==> config.mk <==
export PLATFORM = sky130hd
export DESIGN_NAME = pending_priority_encoder
export DESIGN_NICKNAME = d
export VERILOG_FILES = /design/src/rtl/pending_priority_encoder_pkg.sv /design/src/rtl/prio_find.sv /design/src/rtl/pending_priority_encoder.sv
export SDC_FILE = /design/constraint.sdc
export NUM_CORES = 1
export LEC_CHECK = 0
export CAP_MARGIN = 25
export CORE_MARGIN = 5
export CORE_UTILIZATION = 53
export CTS_BUF_LIST = sky130_fd_sc_hd__clkbuf_4 sky130_fd_sc_hd__clkbuf_8
export DETAILED_ROUTE_END_ITERATION = 16
export PLACE_DENSITY = 0.84
export SLEW_MARGIN = 5
export SYNTH_ARGS = -nofsm -noshare
export SYNTH_HDL_FRONTEND = slang
export SYNTH_SLANG_ARGS = --single-unit
export TNS_END_PERCENT = 10
==> constraint.sdc <==
create_clock -name clk -period 6.8 [get_ports clk]
set_input_delay 0.68 -clock clk [delete_from_list [all_inputs] [get_ports clk]]
set_output_delay 0.68 -clock clk [all_outputs]
set_load 0.01 [all_outputs]
==> src/rtl/pending_priority_encoder_pkg.sv <==
// Shared constants and elaboration-time helpers for the pending priority encoder.
package prio_pkg;

    // Selection policy encoding carried on mode_i.
    localparam logic MODE_FIXED = 1'b0;
    localparam logic MODE_RR    = 1'b1;

    // Ceiling log2, never less than 1 so that N = 2 still yields a 1-bit index.
    function automatic int prio_clog2(input int value);
        int result;
        result = 1;
        for (int i = 1; i < 31; i++) begin
            if ((32'sd1 << i) < value) begin
                result = i + 1;
            end else begin
                result = result;
            end
        end
        return result;
    endfunction

endpackage : prio_pkg

==> src/rtl/prio_find.sv <==
// Combinational highest-set-bit finder: reports whether any bit of vec is set
// and, if so, the index of the most significant one.
module prio_find
    import prio_pkg::*;
#(
    parameter  int N = 8,
    localparam int W = prio_clog2(N)
) (
    input  logic [N-1:0] vec,
    output logic         found,
    output logic [W-1:0] idx
);

    // Scan upward so that the last set bit seen (the highest) overwrites earlier ones.
    always_comb begin
        found = 1'b0;
        idx   = {W{1'b0}};
        for (int i = 0; i < N; i++) begin
            found = found | vec[i];
            idx   = vec[i] ? W'(i) : idx;
        end
    end

endmodule : prio_find

==> src/rtl/pending_priority_encoder.sv <==
// Buffered N-input priority encoder. Request pulses accumulate in a pending
// register; one index at a time is handed downstream over valid/ready, chosen
// either by fixed MSB-first priority or by a round-robin pointer.
module pending_priority_encoder
    import prio_pkg::*;
#(
    parameter  int N = 8,
    localparam int W = prio_clog2(N)
) (
    input  logic         clk,
    input  logic         rst_n,
    input  logic [N-1:0] req_i,
    input  logic         mode_i,
    output logic         out_valid,
    input  logic         out_ready,
    output logic [W-1:0] out_idx,
    output logic [N-1:0] pending_o,
    output logic [W:0]   pend_cnt
);

    // Number of set bits in a pending vector; N fits in W+1 bits.
    function automatic logic [W:0] popcount(input logic [N-1:0] v);
        logic [W:0] cnt;
        cnt = {(W+1){1'b0}};
        for (int i = 0; i < N; i++) begin
            cnt = cnt + {{W{1'b0}}, v[i]};
        end
        return cnt;
    endfunction

    // State registers
    logic [N-1:0] pending_r;
    logic [W:0]   pend_cnt_r;
    logic         out_valid_r;
    logic [W-1:0] out_idx_r;
    logic [W-1:0] last_r;

    // Combinational decision signals
    logic [N-1:0] rr_mask_s;
    logic [N-1:0] masked_vec_s;
    logic         masked_found_s;
    logic [W-1:0] masked_idx_s;
    logic         full_found_s;
    logic [W-1:0] full_idx_s;
    logic [W-1:0] sel_idx_s;
    logic         load_s;
    logic [N-1:0] load_onehot_s;
    logic [N-1:0] pending_next_s;
    logic         out_valid_next_s;
    logic [W-1:0] out_idx_next_s;
    logic [W-1:0] last_next_s;

    // Round-robin window: only bits strictly below the last granted index.
    always_comb begin
        rr_mask_s = {N{1'b0}};
        for (int i = 0; i < N; i++) begin
            rr_mask_s[i] = (i < int'(last_r));
        end
    end

    assign masked_vec_s = pending_r & rr_mask_s;

    // First pass of the round-robin search (below the pointer).
    prio_find #(.N(N)) u_find_masked (
        .vec   (masked_vec_s),
        .found (masked_found_s),
        .idx   (masked_idx_s)
    );

    // Wrap pass for round-robin, and the whole search for fixed priority.
    prio_find #(.N(N)) u_find_full (
        .vec   (pending_r),
        .found (full_found_s),
        .idx   (full_idx_s)
    );

    // Pick the winning index according to the current mode.
    always_comb begin
        sel_idx_s = full_idx_s;
        case (mode_i)
            MODE_RR: begin
                if (masked_found_s) begin
                    sel_idx_s = masked_idx_s;
                end else begin
                    sel_idx_s = full_idx_s;
                end
            end
            MODE_FIXED: sel_idx_s = full_idx_s;
            default:    sel_idx_s = full_idx_s;
        endcase
    end

    // A new index is loaded when the output slot is free or being drained and
    // something is pending; the decision uses the registered pending value only.
    assign load_s = (~out_valid_r | out_ready) & full_found_s;

    // One-hot of the bit being handed out this cycle (all zero when not loading).
    always_comb begin
        load_onehot_s = {N{1'b0}};
        for (int i = 0; i < N; i++) begin
            load_onehot_s[i] = load_s & (sel_idx_s == W'(i));
        end
    end

    // New requests win over a same-edge clear so a re-request is not lost.
    assign pending_next_s = (pending_r & ~load_onehot_s) | req_i;

    // Output stage and pointer next-state.
    always_comb begin
        out_valid_next_s = out_valid_r;
        out_idx_next_s   = out_idx_r;
        last_next_s      = last_r;
        if (load_s) begin
            out_valid_next_s = 1'b1;
            out_idx_next_s   = sel_idx_s;
            last_next_s      = sel_idx_s;
        end else if (out_ready) begin
            // Slot accepted (or already empty) with nothing pending: go idle.
            out_valid_next_s = 1'b0;
        end else begin
            // Stalled: hold the presented index.
            out_valid_next_s = out_valid_r;
        end
    end

    // Pending register with its population count kept in lockstep.
    always_ff @(posedge clk or negedge rst_n) begin
        if (!rst_n) begin
            pending_r  <= {N{1'b0}};
            pend_cnt_r <= {(W+1){1'b0}};
        end else begin
            pending_r  <= pending_next_s;
            pend_cnt_r <= popcount(pending_next_s);
        end
    end

    // Output register and round-robin pointer.
    always_ff @(posedge clk or negedge rst_n) begin
        if (!rst_n) begin
            out_valid_r <= 1'b0;
            out_idx_r   <= {W{1'b0}};
            last_r      <= {W{1'b0}};
        end else begin
            out_valid_r <= out_valid_next_s;
            out_idx_r   <= out_idx_next_s;
            last_r      <= last_next_s;
        end
    end

    assign out_valid = out_valid_r;
    assign out_idx   = out_idx_r;
    assign pending_o = pending_r;
    assign pend_cnt  = pend_cnt_r;

endmodule : pending_priority_encoder

Yosys cells after proc, flatten, opt, wreduce, memory -nomap -nowiden

Index checks and enable logic that the tools add are counted.

ROM bits: 0
Bits in registers: 16
Memory bits (writable): 0
Memories: 0
Output and inout port bits: 16
Word-level logic and storage cells: 75
Latch bits: 0

Multiplexer cells: 18
$add $sub $neg: 7
Multipliers: 0
Reduce and logical (&&, ||, !) cells: 2
$lt $le $gt $ge: 7
Equal/unequal tests: 7
Shift operators: 0
Bitwise operators: 30
Div/mod/pow operators: 0

Operator list:

| kind                                                      | count |
|---|---|
| two-way mux 3 bit                                         | 13 |
| adder 4 x 1 -> 4 bit                                      | 4 |
| bitwise OR 1 bit                                          | 15 |
| == test 3 bit, second input constant                      | 4 |
| AND 1 bit                                                 | 9 |
| less-than comparator 3 bit, first input constant          | 3 |
| AND 8 x 7 -> 8 bit                                        | 1 |
| AND 8 bit                                                 | 1 |
| NOT 8 bit                                                 | 1 |
| bitwise OR 8 bit                                          | 1 |
| == test 3 x 2 -> 1 bit, second input constant             | 2 |
| less-than comparator 1 x 3 -> 1 bit, first input constant | 2 |
| less-than comparator 2 x 3 -> 1 bit, first input constant | 2 |
| case mux 3 bit (2 select lines)                           | 1 |
| adder 3 x 1 -> 4 bit                                      | 1 |
| two-way mux 1 bit                                         | 4 |
| adder 2 x 1 -> 3 bit                                      | 1 |
| == test 3 x 1 -> 1 bit, second input constant             | 1 |
| logical NOT 3 bit                                         | 1 |
| adder 1 x 1 -> 2 bit                                      | 1 |
| NOT 1 bit                                                 | 2 |
| nonzero test 2 bit                                        | 1 |

Longest topological paths before layout

Depth after elaboration: 23
Mapped depth: 15

Modules after synthesis

A second synthesis with hierarchy kept.

Cells, all modules: 126
Area total of the unflattened synthesis: 1,122.3 sq um

Modules (own cells, without submodules):

| module                   | cells an instance | instances | area an instance (sq um) |
|---|---|---|---|
| pending_priority_encoder | 102               | 1         | 1,007.2 |
| prio_find                | 12                | 2         | 57.6 |

Worst setup path after synthesis

No wires, ideal clock.

Path type: reg2reg
Start: reg pending_r[7] (netlist: pending_o[7])
End: reg pend_cnt_r[2] (netlist: pend_cnt[2])
Buffers on the path: 1
Arrival: 3.984 ns
Path slack: 2.693 ns
Period minus slack after synthesis: 4.107 ns
Required time: 6.677 ns
Cell stages (with the launch flop): 15
Library setup time: 0.123 ns
Path through: dfrtp_1 > or4_4 > o41ai_4 > buf_6 > a2111oi_0 > a21boi_1 > a31o_1 > fa_1 > fa_1 > fa_1 > inv_1 > ha_1 > inv_1 > fa_1 > xnor2_1

Word-level cells in the longest chain between the ends: 16

Ends and longest elaborated chain:

| what                                                               | RTL line                         | source |
|---|---|---|
| from (decl)                                                        | pending_priority_encoder.sv:32   | `logic [N-1:0] pending_r;` |
| from (signal assigned)                                             | pending_priority_encoder.sv:129  | `pending_r <= {N{1'b0}};` |
| from (signal assigned)                                             | pending_priority_encoder.sv:132  | `pending_r <= pending_next_s;` |
| AND 8 x 7 -> 8 bit                                                 | pending_priority_encoder.sv:61   | `assign masked_vec_s = pending_r & rr_mask_s;` |
| two-way mux 3 bit / bitwise OR 1 bit (equally long branches)       | prio_find.sv:20, prio_find.sv:19 |  |
| two-way mux 3 bit                                                  | pending_priority_encoder.sv:82   | `if (masked_found_s) begin` |
| case mux 3 bit (2 select lines)                                    | pending_priority_encoder.sv:80   | `case (mode_i)` |
| == test 3 x 1 -> 1 bit / logical NOT 3 bit (equally long branches) | pending_priority_encoder.sv:101  | `load_onehot_s[i] = load_s & (sel_idx_s == W'(i));` |
| AND 1 bit                                                          | pending_priority_encoder.sv:101  |  |
| NOT 8 bit                                                          | pending_priority_encoder.sv:106  | `assign pending_next_s = (pending_r & ~load_onehot_s) \| req_i;` |
| AND 8 bit (*)                                                      | pending_priority_encoder.sv:106  |  |
| bitwise OR 8 bit (*)                                               | pending_priority_encoder.sv:106  |  |
| adder 1 x 1 -> 2 bit                                               | pending_priority_encoder.sv:26   | `cnt = cnt + {{W{1'b0}}, v[i]};` |
| adder 2 x 1 -> 3 bit                                               | pending_priority_encoder.sv:26   |  |
| adder 3 x 1 -> 4 bit                                               | pending_priority_encoder.sv:26   |  |
| adder 4 x 1 -> 4 bit (3 in a row)                                  | pending_priority_encoder.sv:26   |  |
| adder 4 x 1 -> 4 bit (*)                                           | pending_priority_encoder.sv:26   |  |
| to (signal assigned)                                               | pending_priority_encoder.sv:130  | `pend_cnt_r <= {(W+1){1'b0}};` |
| to (signal assigned)                                               | pending_priority_encoder.sv:133  | `pend_cnt_r <= popcount(pending_next_s);` |
| to (decl)                                                          | pending_priority_encoder.sv:33   | `logic [W:0] pend_cnt_r;` |

Mark *: on every way between the ends. The rest lies on a longest branch, timed or not.
A chain may end at the register's enable or synchronous reset.

Worst setup path after layout

Start: reg pending_r[7] (netlist: pending_o[7])
End: reg pend_cnt_r[1] (netlist: pend_cnt[1])

Same word-level chain as after synthesis.

==> flow_summary.ini <==
[run_status]
status = complete, no violations

[layout]
nets = 174
stdcell_area_um2 = 1490
final_layout_size_suffix_gt1_frac = 0.0714
p_r_area_growth_vs_syn_pct = 25.3
antennaDiodeCount = 0

[hold_path]
hold_start = out_idx[0]
hp-class = register to register
worst_hold_path.num_cells = 2
worst_hold_path.endpoint = out_idx[0]

[timing]
layout_min_cycle_time_ps = 4640
clock.fmax_mhz = 216
rsz0062_at_grt = false
tightestPinTransition_ps = 736
report.final.slew_viol_count = 0
slew_headroom = 0.508
report.final.hold_viol_count = 0
timing.clock.skew_ps = 1.21
timing.final.setup_violations = 0
holdWs_ps = 688
timing.final.crit_share = 0.682
fin_setup_tns_ps = 0

[route]
routed-wl-met2_um = 1500
detail_route.iter0.violations = 64
drcViolationCount = 0
postRouteWirelength_um = 3050
drt-vias-per-instance = 6.19
wl_per_cell_um = 16.8
route.met3.wl_um = 166
detailed_routing_wirelength_on_met1_um = 1330
antenna_violating_nets_post_route = 0
route.vias.total = 1127
drt_first_pass_iters = 4
top_signal_layer_used = met4

[critical_path]
timing.critical_path.mode_cell = sky130_fd_sc_hd__fa_1
criticalPathCategory = register to register
cell_depth_of_the_worst_flop_to_flop_path = 13
r2r_start = pending_o[7]
stages_on_worst_setup_path = 13
setup.reg_to_reg.worst_slack_ps = 2160
kind_of_cell_adding_the_most_delay_to_the_critical_path = adder cells
critical_path.max_fanout = 11
crit_path_start_kind = register
critPathArrivalTime_ps = 4840
cp_slowest_stage_delay_ps = 610
worstReg2RegEnd = pend_cnt[1]
required_ps = 7000
crit_chain = or4_4, o41ai_4, a211oi_1, and4b_1, a31o_1, fa_1, fa_1, fa_1, inv_1, ha_1, inv_1, fa_1, inv_1
critical_path.slowest_cell = sky130_fd_sc_hd__or4_4
worstPathBufferInverterCount = 3
worstSetupEndpointType = register

[power]
power.share.combinational = 0.429
internal-power_uw = 221
seqPwrFrac = 0.385
switching_share = 0.361
leakage_uw = 0.000611
net-switching-power_uw = 124
vdd_ir_drop_max_v = 0.000177
power_density_nw_per_um2 = 231
power.clock.fraction = 0.185

[synthesis]
post_synth_inst_count = 129
synth.yosys.seq_area_share = 0.336
synth.ff_latch_count = 16
avgSynthCellArea_um2 = 9.24
top_area_cells_in_the_synthesized_netlist = sky130_fd_sc_hd__dfrtp_1 (34%), sky130_fd_sc_hd__fa_1 (6.7%), sky130_fd_sc_hd__a41oi_1 (4.4%)
yosys_warnings = 0
synthesized_netlist_net_count = 148
ys_types = 42
synth_largest_area_cell = sky130_fd_sc_hd__dfrtp_1
post_synthesis_instance_area_um2 = 1190
yosys.area.top_type_share = 0.336

[die]
io_pins = 28
std_cell_rows = 17
floorplan.die.width_um = 57.4
initial_core_util = 0.550
core_um2 = 2170
full_die_area_um2 = 3300
die-height_um = 57.4

[placement]
placed_area_um2 = 1460
routability_cong = 0.871
io_buffers = 27
place_hpwl_um = 2350

[clock_tree]
tritoncts_num_sinks = 16
cts-root-to-sink-buffers = 2
ctsHtreeMaxLevel = 1
post_cts_hold_buffer_count = 0
cts_root_buffer = sky130_fd_sc_hd__clkbuf_4
total_cts_buffers = 3
tritoncts = yes
clk_pin_slew_ps = 90
post_cts_resize_count = 0
worst_skew_pair.late_latency_ps = 300
cts.repair_timing.setup_buffer_count = 0

[run]
max_cap_violations = 0

[global_route]
antenna_violations_before_repair = 0
grt_use_total = 0.201
globalRoute.totalOverflow = 0
grt_first_pass_wirelength_um = 5200
first_global_vias = 1105
grt_start_max_net_pins = 17
area by class of cell:
| class | instances | area [µm²] |
|---|---|---|
| Multi-Input combinational cell | 97 | 714 |
| Fill cell | 182 | 676 |
| Sequential cell | 16 | 400 |
| Timing Repair Buffer | 27 | 270 |
| Inverter | 10 | 37.5 |
| Clock buffer | 4 | 36.3 |
| Tap cell | 28 | 35.0 |
power by group through the flow:
stage	logic, µW	clock network (µW)	registers (µW)
floorplan	81.2	0	137
global placement	142	0	133
detailed placement	149	0	134
CTS	149	65.3	132
global route	163	70.6	136
finish	148	64.0	133
synth_stat cells:
cell	count
sky130_fd_sc_hd__o21a_1	2
sky130_fd_sc_hd__or2b_2	1
sky130_fd_sc_hd__nand3b_1	1
sky130_fd_sc_hd__a31o_1	2
sky130_fd_sc_hd__fa_1	4
sky130_fd_sc_hd__a221oi_1	1
sky130_fd_sc_hd__buf_2	2
sky130_fd_sc_hd__ha_1	3
sky130_fd_sc_hd__a211oi_1	2
sky130_fd_sc_hd__o221ai_1	1
sky130_fd_sc_hd__a41o_2	1
sky130_fd_sc_hd__or2_2	1
sky130_fd_sc_hd__o21ai_0	4
sky130_fd_sc_hd__nand2_1	5
sky130_fd_sc_hd__inv_1	10
sky130_fd_sc_hd__a41oi_1	6
sky130_fd_sc_hd__nand4_1	1
sky130_fd_sc_hd__and4b_1	1
sky130_fd_sc_hd__o41ai_4	1
sky130_fd_sc_hd__o21ai_1	3
sky130_fd_sc_hd__nor3_1	8
sky130_fd_sc_hd__a21boi_1	1
sky130_fd_sc_hd__o21bai_1	1
sky130_fd_sc_hd__clkbuf_1	2
sky130_fd_sc_hd__or3b_4	1
sky130_fd_sc_hd__xnor2_1	1
sky130_fd_sc_hd__a41o_1	5
sky130_fd_sc_hd__nand3_1	2
sky130_fd_sc_hd__nor2_1	12
sky130_fd_sc_hd__or4_4	1
sky130_fd_sc_hd__dfrtp_1	16
sky130_fd_sc_hd__a31oi_1	2
sky130_fd_sc_hd__or3_1	2
sky130_fd_sc_hd__a2111oi_0	1
sky130_fd_sc_hd__buf_6	2
sky130_fd_sc_hd__o211ai_1	1
sky130_fd_sc_hd__o21a_2	1
sky130_fd_sc_hd__and2_1	2
sky130_fd_sc_hd__o31ai_1	2
sky130_fd_sc_hd__o22ai_1	1
sky130_fd_sc_hd__nor2b_1	6
sky130_fd_sc_hd__a21oi_1	7
layer usage:
metal / up-vias / global-route usage
li1: 534 / -
met1: 550 / 0.259
met2: 38 / 0.324
met3: 5 / 0.0317
met4: 0 / 0.0993
met5: - / 0
logic make-up after synthesis:
family                     Yosys count  synth area share
adders and majority gates            7            0.0986
AOI/OAI and AO/OA                   45             0.294
and+or+nand+nor                     44             0.199
xor gates and xnor gates             1           0.00735
DFF                                 16             0.336
buffers and inverters               16            0.0651
layout by cell type, fill, tap and decap left out, types with 2 or more instances in the layout:
cell type                         netlist  final
sky130_fd_sc_hd__o21ai_0                4      4
sky130_fd_sc_hd__a211oi_1               2      2
sky130_fd_sc_hd__a31o_1                 2      2
sky130_fd_sc_hd__fa_1                   4      4
sky130_fd_sc_hd__nor2b_1                6      6
sky130_fd_sc_hd__nand2_1                5      5
sky130_fd_sc_hd__o31ai_1                2      2
sky130_fd_sc_hd__inv_1                 10     10
sky130_fd_sc_hd__o21ai_1                3      3
sky130_fd_sc_hd__a41oi_1                6      6
sky130_fd_sc_hd__a41o_1                 5      5
sky130_fd_sc_hd__nor3_1                 8      8
sky130_fd_sc_hd__and2_1                 2      2
sky130_fd_sc_hd__a31oi_1                2      2
sky130_fd_sc_hd__o21a_1                 2      2
sky130_fd_sc_hd__a21oi_1                7      7
sky130_fd_sc_hd__clkdlybuf4s50_1        0     27
sky130_fd_sc_hd__or3_1                  2      2
sky130_fd_sc_hd__ha_1                   3      3
sky130_fd_sc_hd__dfrtp_1               16     16
sky130_fd_sc_hd__nor2_1                12     12
sky130_fd_sc_hd__nand3_1                2      2
sky130_fd_sc_hd__clkbuf_4               0      3
worst register-to-register path: cells and delay by family (launching register included):
family / cells / cell delay [ps]
fa+ha+maj: 5 / 2060
simple gates: 2 / 880
compound gates: 3 / 970
buf+inv: 3 / 160
flops: 1 / 460
worst max-delay path by stage:
stage,from,end
final,pending_o[7],pend_cnt[1]
after global routing,pending_o[7],pend_cnt[1]
after CTS,pending_o[7],pend_cnt[1]
after detailed placement,mode_i,pend_cnt[1]
after global placement,mode_i,pend_cnt[1]
after floorplan,pending_o[7],pend_cnt[2]
registers in the layout, indices dropped and copies added, names as in the netlist:
signal,count
pending_o,8
pend_cnt,4
out_valid,1
out_idx,3
stage by stage:
stage	setup slack (ps)	utilization	total power, µW	cells
2_1_floorplan	2690	-	218	129
3_3_place_gp	2230	0.672	275	178
3_5_place_dp	2110	0.672	283	178
4_1_cts	2150	0.689	347	182
5_1_grt	1970	0.689	370	182
6_report	2160	0.689	345	182
Note: power is estimated with default switching activity, not from simulation.
